<file path="src/rtl/lfsr_stream_gen.sv">
// lfsr_stream_gen
// Parametrised pseudo-random word generator presented as a valid/ready stream.
// Supports Fibonacci or Galois feedback and STEPS shifts per output word.
// It recovers from an all-zero state by substituting RESEED, and it measures the
// sequence period by counting accepted words until the state returns to its reference.
//
// Ports:
//   clk          rising-edge clock
//   resetn       synchronous active-low reset; loads seed/tap/mode
//   seed         initial state (sampled in reset and on seed_load)
//   tap          feedback mask (sampled in reset and on seed_load)
//   mode         0 = Fibonacci, 1 = Galois (sampled in reset and on seed_load)
//   seed_load    single-cycle reload request, wins over a same-cycle handshake
//   dout         current state word
//   out_valid    dout is valid
//   out_ready    consumer accepts dout
//   lockup       sticky flag: an all-zero state was replaced by RESEED
//   period       last measured period, in words
//   period_valid period holds a measured value
module lfsr_stream_gen #(
  parameter int               WIDTH  = 16,
  parameter int               STEPS  = 1,
  parameter int               CNT_W  = 32,
  parameter logic [WIDTH-1:0] RESEED = {{(WIDTH-1){1'b0}}, 1'b1}
) (
  input  logic             clk,
  input  logic             resetn,
  input  logic [WIDTH-1:0] seed,
  input  logic [WIDTH-1:0] tap,
  input  logic             mode,
  input  logic             seed_load,
  output logic [WIDTH-1:0] dout,
  output logic             out_valid,
  input  logic             out_ready,
  output logic             lockup,
  output logic [CNT_W-1:0] period,
  output logic             period_valid
);

  localparam logic [WIDTH-1:0] ZERO_W  = {WIDTH{1'b0}};
  localparam logic [CNT_W-1:0] CNT_ZERO = {CNT_W{1'b0}};
  localparam logic [CNT_W-1:0] CNT_ONE  = {{(CNT_W-1){1'b0}}, 1'b1};
  localparam logic [CNT_W-1:0] CNT_MAX  = {CNT_W{1'b1}};

  typedef enum logic [1:0] {
    PRIME   = 2'd0,
    RECOVER = 2'd1,
    RUN     = 2'd2
  } fsm_t;

  fsm_t             fsm_r, fsm_nxt_s;
  logic [WIDTH-1:0] state_r, state_nxt_s;
  logic [WIDTH-1:0] seed_ref_r, seed_ref_nxt_s;
  logic [WIDTH-1:0] tap_r, tap_nxt_s;
  logic             mode_r, mode_nxt_s;
  logic [CNT_W-1:0] cnt_r, cnt_nxt_s;
  logic [CNT_W-1:0] period_r, period_nxt_s;
  logic             period_valid_r, period_valid_nxt_s;
  logic             lockup_r, lockup_nxt_s;
  logic             out_valid_r, out_valid_nxt_s;
  logic [WIDTH-1:0] next_word_s;
  logic             hs_s;

  // One shift of the register in the selected feedback style.
  function automatic logic [WIDTH-1:0] lfsr_step(input logic [WIDTH-1:0] s,
                                                 input logic [WIDTH-1:0] t,
                                                 input logic             galois);
    logic [WIDTH-1:0] r;
    if (galois) begin
      r = {s[WIDTH-2:0], 1'b0} ^ (s[WIDTH-1] ? t : ZERO_W);
    end else begin
      r = {s[WIDTH-2:0], ^(s & t)};
    end
    return r;
  endfunction

  assign hs_s         = out_valid_r & out_ready;
  assign dout         = state_r;
  assign out_valid    = out_valid_r;
  assign lockup       = lockup_r;
  assign period       = period_r;
  assign period_valid = period_valid_r;

  // Apply STEPS single shifts back to back to form the next output word.
  always_comb begin
    next_word_s = state_r;
    for (int i = 0; i < STEPS; i++) begin
      next_word_s = lfsr_step(next_word_s, tap_r, mode_r);
    end
  end

  // FSM next-state: a reload always restarts priming; a zero produced in RUN forces recovery.
  always_comb begin
    fsm_nxt_s = fsm_r;
    if (seed_load) begin
      fsm_nxt_s = PRIME;
    end else begin
      case (fsm_r)
        PRIME:   fsm_nxt_s = (state_r == ZERO_W) ? RECOVER : RUN;
        RECOVER: fsm_nxt_s = RUN;
        RUN: begin
          if (hs_s && (next_word_s == ZERO_W)) begin
            fsm_nxt_s = RECOVER;
          end else begin
            fsm_nxt_s = RUN;
          end
        end
        default: fsm_nxt_s = PRIME;
      endcase
    end
  end

  // FSM outputs: next values of the datapath registers for the current state.
  always_comb begin
    state_nxt_s        = state_r;
    seed_ref_nxt_s     = seed_ref_r;
    tap_nxt_s          = tap_r;
    mode_nxt_s         = mode_r;
    cnt_nxt_s          = cnt_r;
    period_nxt_s       = period_r;
    period_valid_nxt_s = period_valid_r;
    lockup_nxt_s       = lockup_r;
    out_valid_nxt_s    = (fsm_nxt_s == RUN);
    if (seed_load) begin
      state_nxt_s        = seed;
      seed_ref_nxt_s     = seed;
      tap_nxt_s          = tap;
      mode_nxt_s         = mode;
      cnt_nxt_s          = CNT_ZERO;
      period_nxt_s       = CNT_ZERO;
      period_valid_nxt_s = 1'b0;
      // A zero reload keeps the flag: recovery will set it again anyway.
      lockup_nxt_s       = (seed == ZERO_W) ? lockup_r : 1'b0;
    end else begin
      case (fsm_r)
        PRIME: begin
          state_nxt_s = state_r;
        end
        RECOVER: begin
          state_nxt_s    = RESEED;
          seed_ref_nxt_s = RESEED;
          cnt_nxt_s      = CNT_ZERO;
          lockup_nxt_s   = 1'b1;
        end
        RUN: begin
          if (hs_s) begin
            state_nxt_s = next_word_s;
            if (next_word_s == seed_ref_r) begin
              period_nxt_s       = (cnt_r == CNT_MAX) ? CNT_MAX : (cnt_r + CNT_ONE);
              period_valid_nxt_s = 1'b1;
              cnt_nxt_s          = CNT_ZERO;
            end else begin
              cnt_nxt_s = (cnt_r == CNT_MAX) ? CNT_MAX : (cnt_r + CNT_ONE);
            end
          end else begin
            state_nxt_s = state_r;
          end
        end
        default: begin
          state_nxt_s = state_r;
        end
      endcase
    end
  end

  // State register and datapath registers; reset loads the configuration inputs.
  always_ff @(posedge clk) begin
    if (!resetn) begin
      fsm_r          <= PRIME;
      state_r        <= seed;
      seed_ref_r     <= seed;
      tap_r          <= tap;
      mode_r         <= mode;
      cnt_r          <= CNT_ZERO;
      period_r       <= CNT_ZERO;
      period_valid_r <= 1'b0;
      lockup_r       <= 1'b0;
      out_valid_r    <= 1'b0;
    end else begin
      fsm_r          <= fsm_nxt_s;
      state_r        <= state_nxt_s;
      seed_ref_r     <= seed_ref_nxt_s;
      tap_r          <= tap_nxt_s;
      mode_r         <= mode_nxt_s;
      cnt_r          <= cnt_nxt_s;
      period_r       <= period_nxt_s;
      period_valid_r <= period_valid_nxt_s;
      lockup_r       <= lockup_nxt_s;
      out_valid_r    <= out_valid_nxt_s;
    end
  end

endmodule
</file>
<file path="config.mk">
export PLATFORM = sky130hd
export DESIGN_NAME = lfsr_stream_gen
export DESIGN_NICKNAME = d
export VERILOG_FILES = /design/src/rtl/lfsr_stream_gen.sv
export SDC_FILE = /design/constraint.sdc
export NUM_CORES = 1
export LEC_CHECK = 0
export ABC_AREA = 1
export CAP_MARGIN = 15
export CORE_UTILIZATION = 58
export DETAILED_ROUTE_END_ITERATION = 6
export DONT_BUFFER_PORTS = 1
export MAX_ROUTING_LAYER = met4
export PLACE_DENSITY = 0.74
export SLEW_MARGIN = 20
export SYNTH_ARGS = -nofsm -noshare
export SYNTH_HDL_FRONTEND = slang
export SYNTH_SLANG_ARGS = --single-unit
</file>
<file path="constraint.sdc">
create_clock -name clk -period 1.9 [get_ports clk]
set_clock_uncertainty 0.05 [all_clocks]
set_input_delay 0.38 -clock clk [delete_from_list [all_inputs] [get_ports clk]]
set_output_delay 0.38 -clock clk [all_outputs]
set_load 0.05 [all_outputs]
</file>
==> impl_metrics.py <==
metrics = {
    "cts": {
        "htree_levels": 4,
        "root_buffer": "clkbuf_16",
        "clockBufferDepth": 2,
        "cts_tree": "yes",
        "cts_sinks": 118,
        "clock_latency_ps": 420,
        "path_clk_slew_ps": 60,
        "numCtsBuffers": 17,
    },
    "sta": {
        "finalMaxSlewViolations": 0,
        "fin_crit_ps": 2415,
        "whs_ps": 138.3,
        "report.final.hold_viol_count": 0,
        "layout_setup_ws_ps": -514.7,
        "grt_setup_unrepaired": "yes",
        "period_share": 1.271,
        "slew-limit-headroom": 0.6231,
        "fmax_mhz": 414.1,
        "worst_slew_pin_slew_ps": 560.2,
        "setup_viol": 69,
    },
    "placement": {
        "port_buffers": 0,
        "routabilityCongestion": 0.9532,
        "hpwl_um": 13600,
    },
    "setup_path": {
        "worstSetupEndpointType": "flop",
        "ff2ff_setup_slack_ps": -510,
        "worstReg2RegStart": "mode_r",
        "worstPathRequired_ps": 2170,
        "r2r_cells": 16,
        "reg2reg_to": "period[0]",
        "worstPathArrival_ps": 2680,
        "crit_type": "reg -> reg",
        "crit_fanout": 32,
        "crit_path_start_kind": "flop",
    },
    "power_and_ir_drop": {
        "p_clk_frac": 0.435,
        "vdd_drop_max_uv": 739.0,
        "p_per_area_nw_per_um2": 778.5,
        "p_leak_nw": 4.172,
        "intPower_mw": 5.150,
        "seq_power_share": 0.397,
        "switchingPower_mw": 1.966,
        "finalPower_mw": 7.116,
        "p_comb_frac": 0.167,
        "switching_share": 0.2763,
    },
    "global_routing": {
        "met3_usage": 0.07403,
        "grt_pass1_wl_um": 32130,
        "antenna_found_initial": 0,
        "grt_max_degree": 42,
        "grtUsageMet2": 0.5081,
        "grt_use_total": 0.3421,
        "top_usage_layer": "met2",
        "use_met1": 0.4540,
        "first_global_vias": 6500,
        "grt.overflow.total": 0,
    },
    "floorplan": {
        "die-area_um2": 12470,
        "initial_core_util": 0.6032,
        "rows": 39,
        "die-height_um": 111.7,
        "ios": 88,
        "die_x_um": 111.7,
        "core_area_um2": 11560,
    },
    "route": {
        "drc": 5,
        "ant_nets": 0,
        "dr.pass1.iters": 7,
        "viasPerCell": 5.307,
        "vias": 7085,
        "wl_per_cell_um": 15.17,
        "routed_wirelength_um": 20250,
        "drt_iter0_markers": 795,
    },
    "hold_path": {
        "whs_endpoint": "seed_ref_r[9]",
        "hp-start": "seed[9]",
        "hold_class": "in -> reg",
        "holdPathStages": 2,
    },
    "synth": {
        "synth_area_um2": 6975,
        "ys_ff_latch": 118,
        "synth-seq-area-share": 0.4090,
        "synth_cell_types": 39,
        "synth_nets": 1059,
        "syn_area_per_cell_um2": 6.859,
        "synthCells": 1017,
        "yosys_warnings": 0,
    },
    "flow_run": {
        "cap_violations": 0,
    },
    "finish": {
        "final_nets": 1221,
        "diodes": 0,
        "fill_cells": 811,
        "synthToLayoutAreaGrowth_pct": 31.03,
        "layout-drive-gt1-share": 0.2081,
    },
    "run_status": {
        "status": "finished, violations left",
        "violations": "DRC, setup timing",
    },
}
## cells in the final DEF, fill, tap and decap left out, types with 2 or more instances in the layout
master           n
a21oi_1         34
a21oi_2          2
a31o_2           2
buf_12           7
buf_4          152
clkbuf_1         4
clkbuf_16       20
clkinv_2         7
dfxtp_1         69
dlygate4sd3_1   17
edfxtp_1        49
ha_1             4
inv_1          168
nand2_1        320
nand2_2         18
nand2_4          3
nand3_1         66
nand3_2          8
nand3b_1         5
nand4_1         13
nor2_1         110
nor2_2           4
nor2_4           4
nor3_1          10
nor4_1          12
o21ai_0          6
o21ai_1          2
o22ai_1         13
or2_2            5
xnor2_1         15
xnor2_2          2
xor2_1          23
xor2_2           4
## routing by layer
layer  routed length [µm]  vias to the layer above  share of wire
met5                    0                        -              0
met4                  505                        0          0.025
met3                 1834                       55          0.091
met2                 9033                      338           0.45
met1                 8874                     3212           0.44
li1                     -                     3480              -
## through the flow
stage	instance area [µm²]	setup WS, ps	util	std cells	TNS (ps)
after CTS	9046	-398.0	0.7822	1332	-22670
after global routing	9140	-663.8	0.7903	1335	-40240
after global placement	8217	-331.4	0.7105	1277	-20250
after detailed placement	8217	-423.3	0.7105	1277	-25630
final	9140	-514.7	0.7903	1335	-31120
after floorplan	7015	-504.9	-	1017	-30000
## worst max-delay path by stage
stage,from,endpoint,slack [ps],cells past startpoint
after floorplan,dout[15],period[24],-500,16
after global placement,dout[15],period[27],-330,18
after detailed placement,dout[15],period[27],-420,16
after CTS,dout[15],period[0],-400,16
after global routing,mode_r,period[11],-660,16
final,mode_r,period[0],-510,16
## power groups by stage
stage / Combinational, mW / Clock (mW) / Sequential, mW
2_1_floorplan: 0.501 / 0 / 3.00
3_3_place_gp: 1.01 / 0 / 2.86
3_5_place_dp: 1.04 / 0 / 2.87
4_1_cts: 1.12 / 3.10 / 2.82
5_1_grt: 1.28 / 3.22 / 2.83
6_report: 1.19 / 3.10 / 2.83
## cells by family (layout without fill, tap and decap cells)
logic type	count (synthesis)	in the layout	share of synthesized area
compound gates	61	61	0.04753
xor+xnor	44	44	0.05632
fa+ha+maj	5	5	0.008969
buf+inv	205	380	0.1220
flops	118	118	0.4090
simple gates	584	584	0.3562
## state kept, by name, indices dropped and copies added, names as in the netlist
register      count
cnt_r            32
period           32
out_valid         1
tap_r            16
period_valid      1
fsm_r             2
mode_r            1
lockup            1
seed_ref_r       16
dout             16
## cells in the mapped netlist
cell | n | area [µm²]
nor2_4 | 2 | 22.52
nand4_1 | 13 | 81.33
a31o_2 | 2 | 17.52
nor2_1 | 115 | 431.7
ha_1 | 5 | 62.56
xor2_1 | 26 | 227.7
buf_4 | 3 | 22.52
nand3b_1 | 5 | 37.54
nand3b_2 | 1 | 11.26
nand3_2 | 2 | 20.02
inv_1 | 168 | 630.6
inv_4 | 1 | 6.260
nor4_1 | 12 | 75.07
nand2_1 | 334 | 1254
clkbuf_1 | 14 | 52.55
o22ai_1 | 13 | 81.33
nand2b_1 | 1 | 6.260
nand3_1 | 72 | 360.4
buf_12 | 1 | 20.02
nand4_4 | 1 | 21.27
nor3b_1 | 1 | 7.510
nor3_2 | 1 | 10.01
nor3_1 | 11 | 55.05
nor2_2 | 1 | 6.260
nand2_2 | 5 | 31.28
xor2_2 | 1 | 16.27
a21oi_1 | 36 | 180.2
clkinv_1 | 3 | 11.26
buf_6 | 6 | 67.56
nand2_4 | 2 | 22.52
buf_2 | 5 | 25.02
a21boi_0 | 1 | 7.510
or2_2 | 5 | 31.28
buf_1 | 4 | 15.01
o21ai_1 | 1 | 5.000
o21ai_0 | 8 | 40.04
xnor2_1 | 17 | 148.9
edfxtp_1 | 49 | 1471
dfxtp_1 | 69 | 1381
## repair_timing
item / 4_1_cts / 5_1_grt
hold endpoints to repair: 17 / 0
hold buffers: 17 / 0
pin swaps: 2 / 6
buffers inserted: 6 / 3
setup endpoints to repair: 69 / 69
gates resized for setup: 15 / 16
## cell type report
class	count	area, µm²	share of cell area
Clock buffer	25	529.3	0.05791
Multi-Input combinational cell	694	3435	0.3758
Clock inverter	7	38.79	0.004244
Inverter	172	654.4	0.07159
Timing Repair Buffer	176	1451	0.1588
Sequential cell	118	2853	0.3121
Tap cell	143	178.9	0.01958
## worst max-delay path, cell delays in order (launching register included)
cell and delay [ps]:
edfxtp_1 420, nand2_4 100, inv_8 130, nand2_2 120
xor2_2 210, nand2_1 80, nand2_1 120, nand2_1 90
nor2_2 150, nand2_1 110, nor2_4 120, nand2_2 90
nor2_4 100, buf_12 180, nand3_1 110, nand2_1 80
nor2_1 40
(Power assumes the default switching activity.)
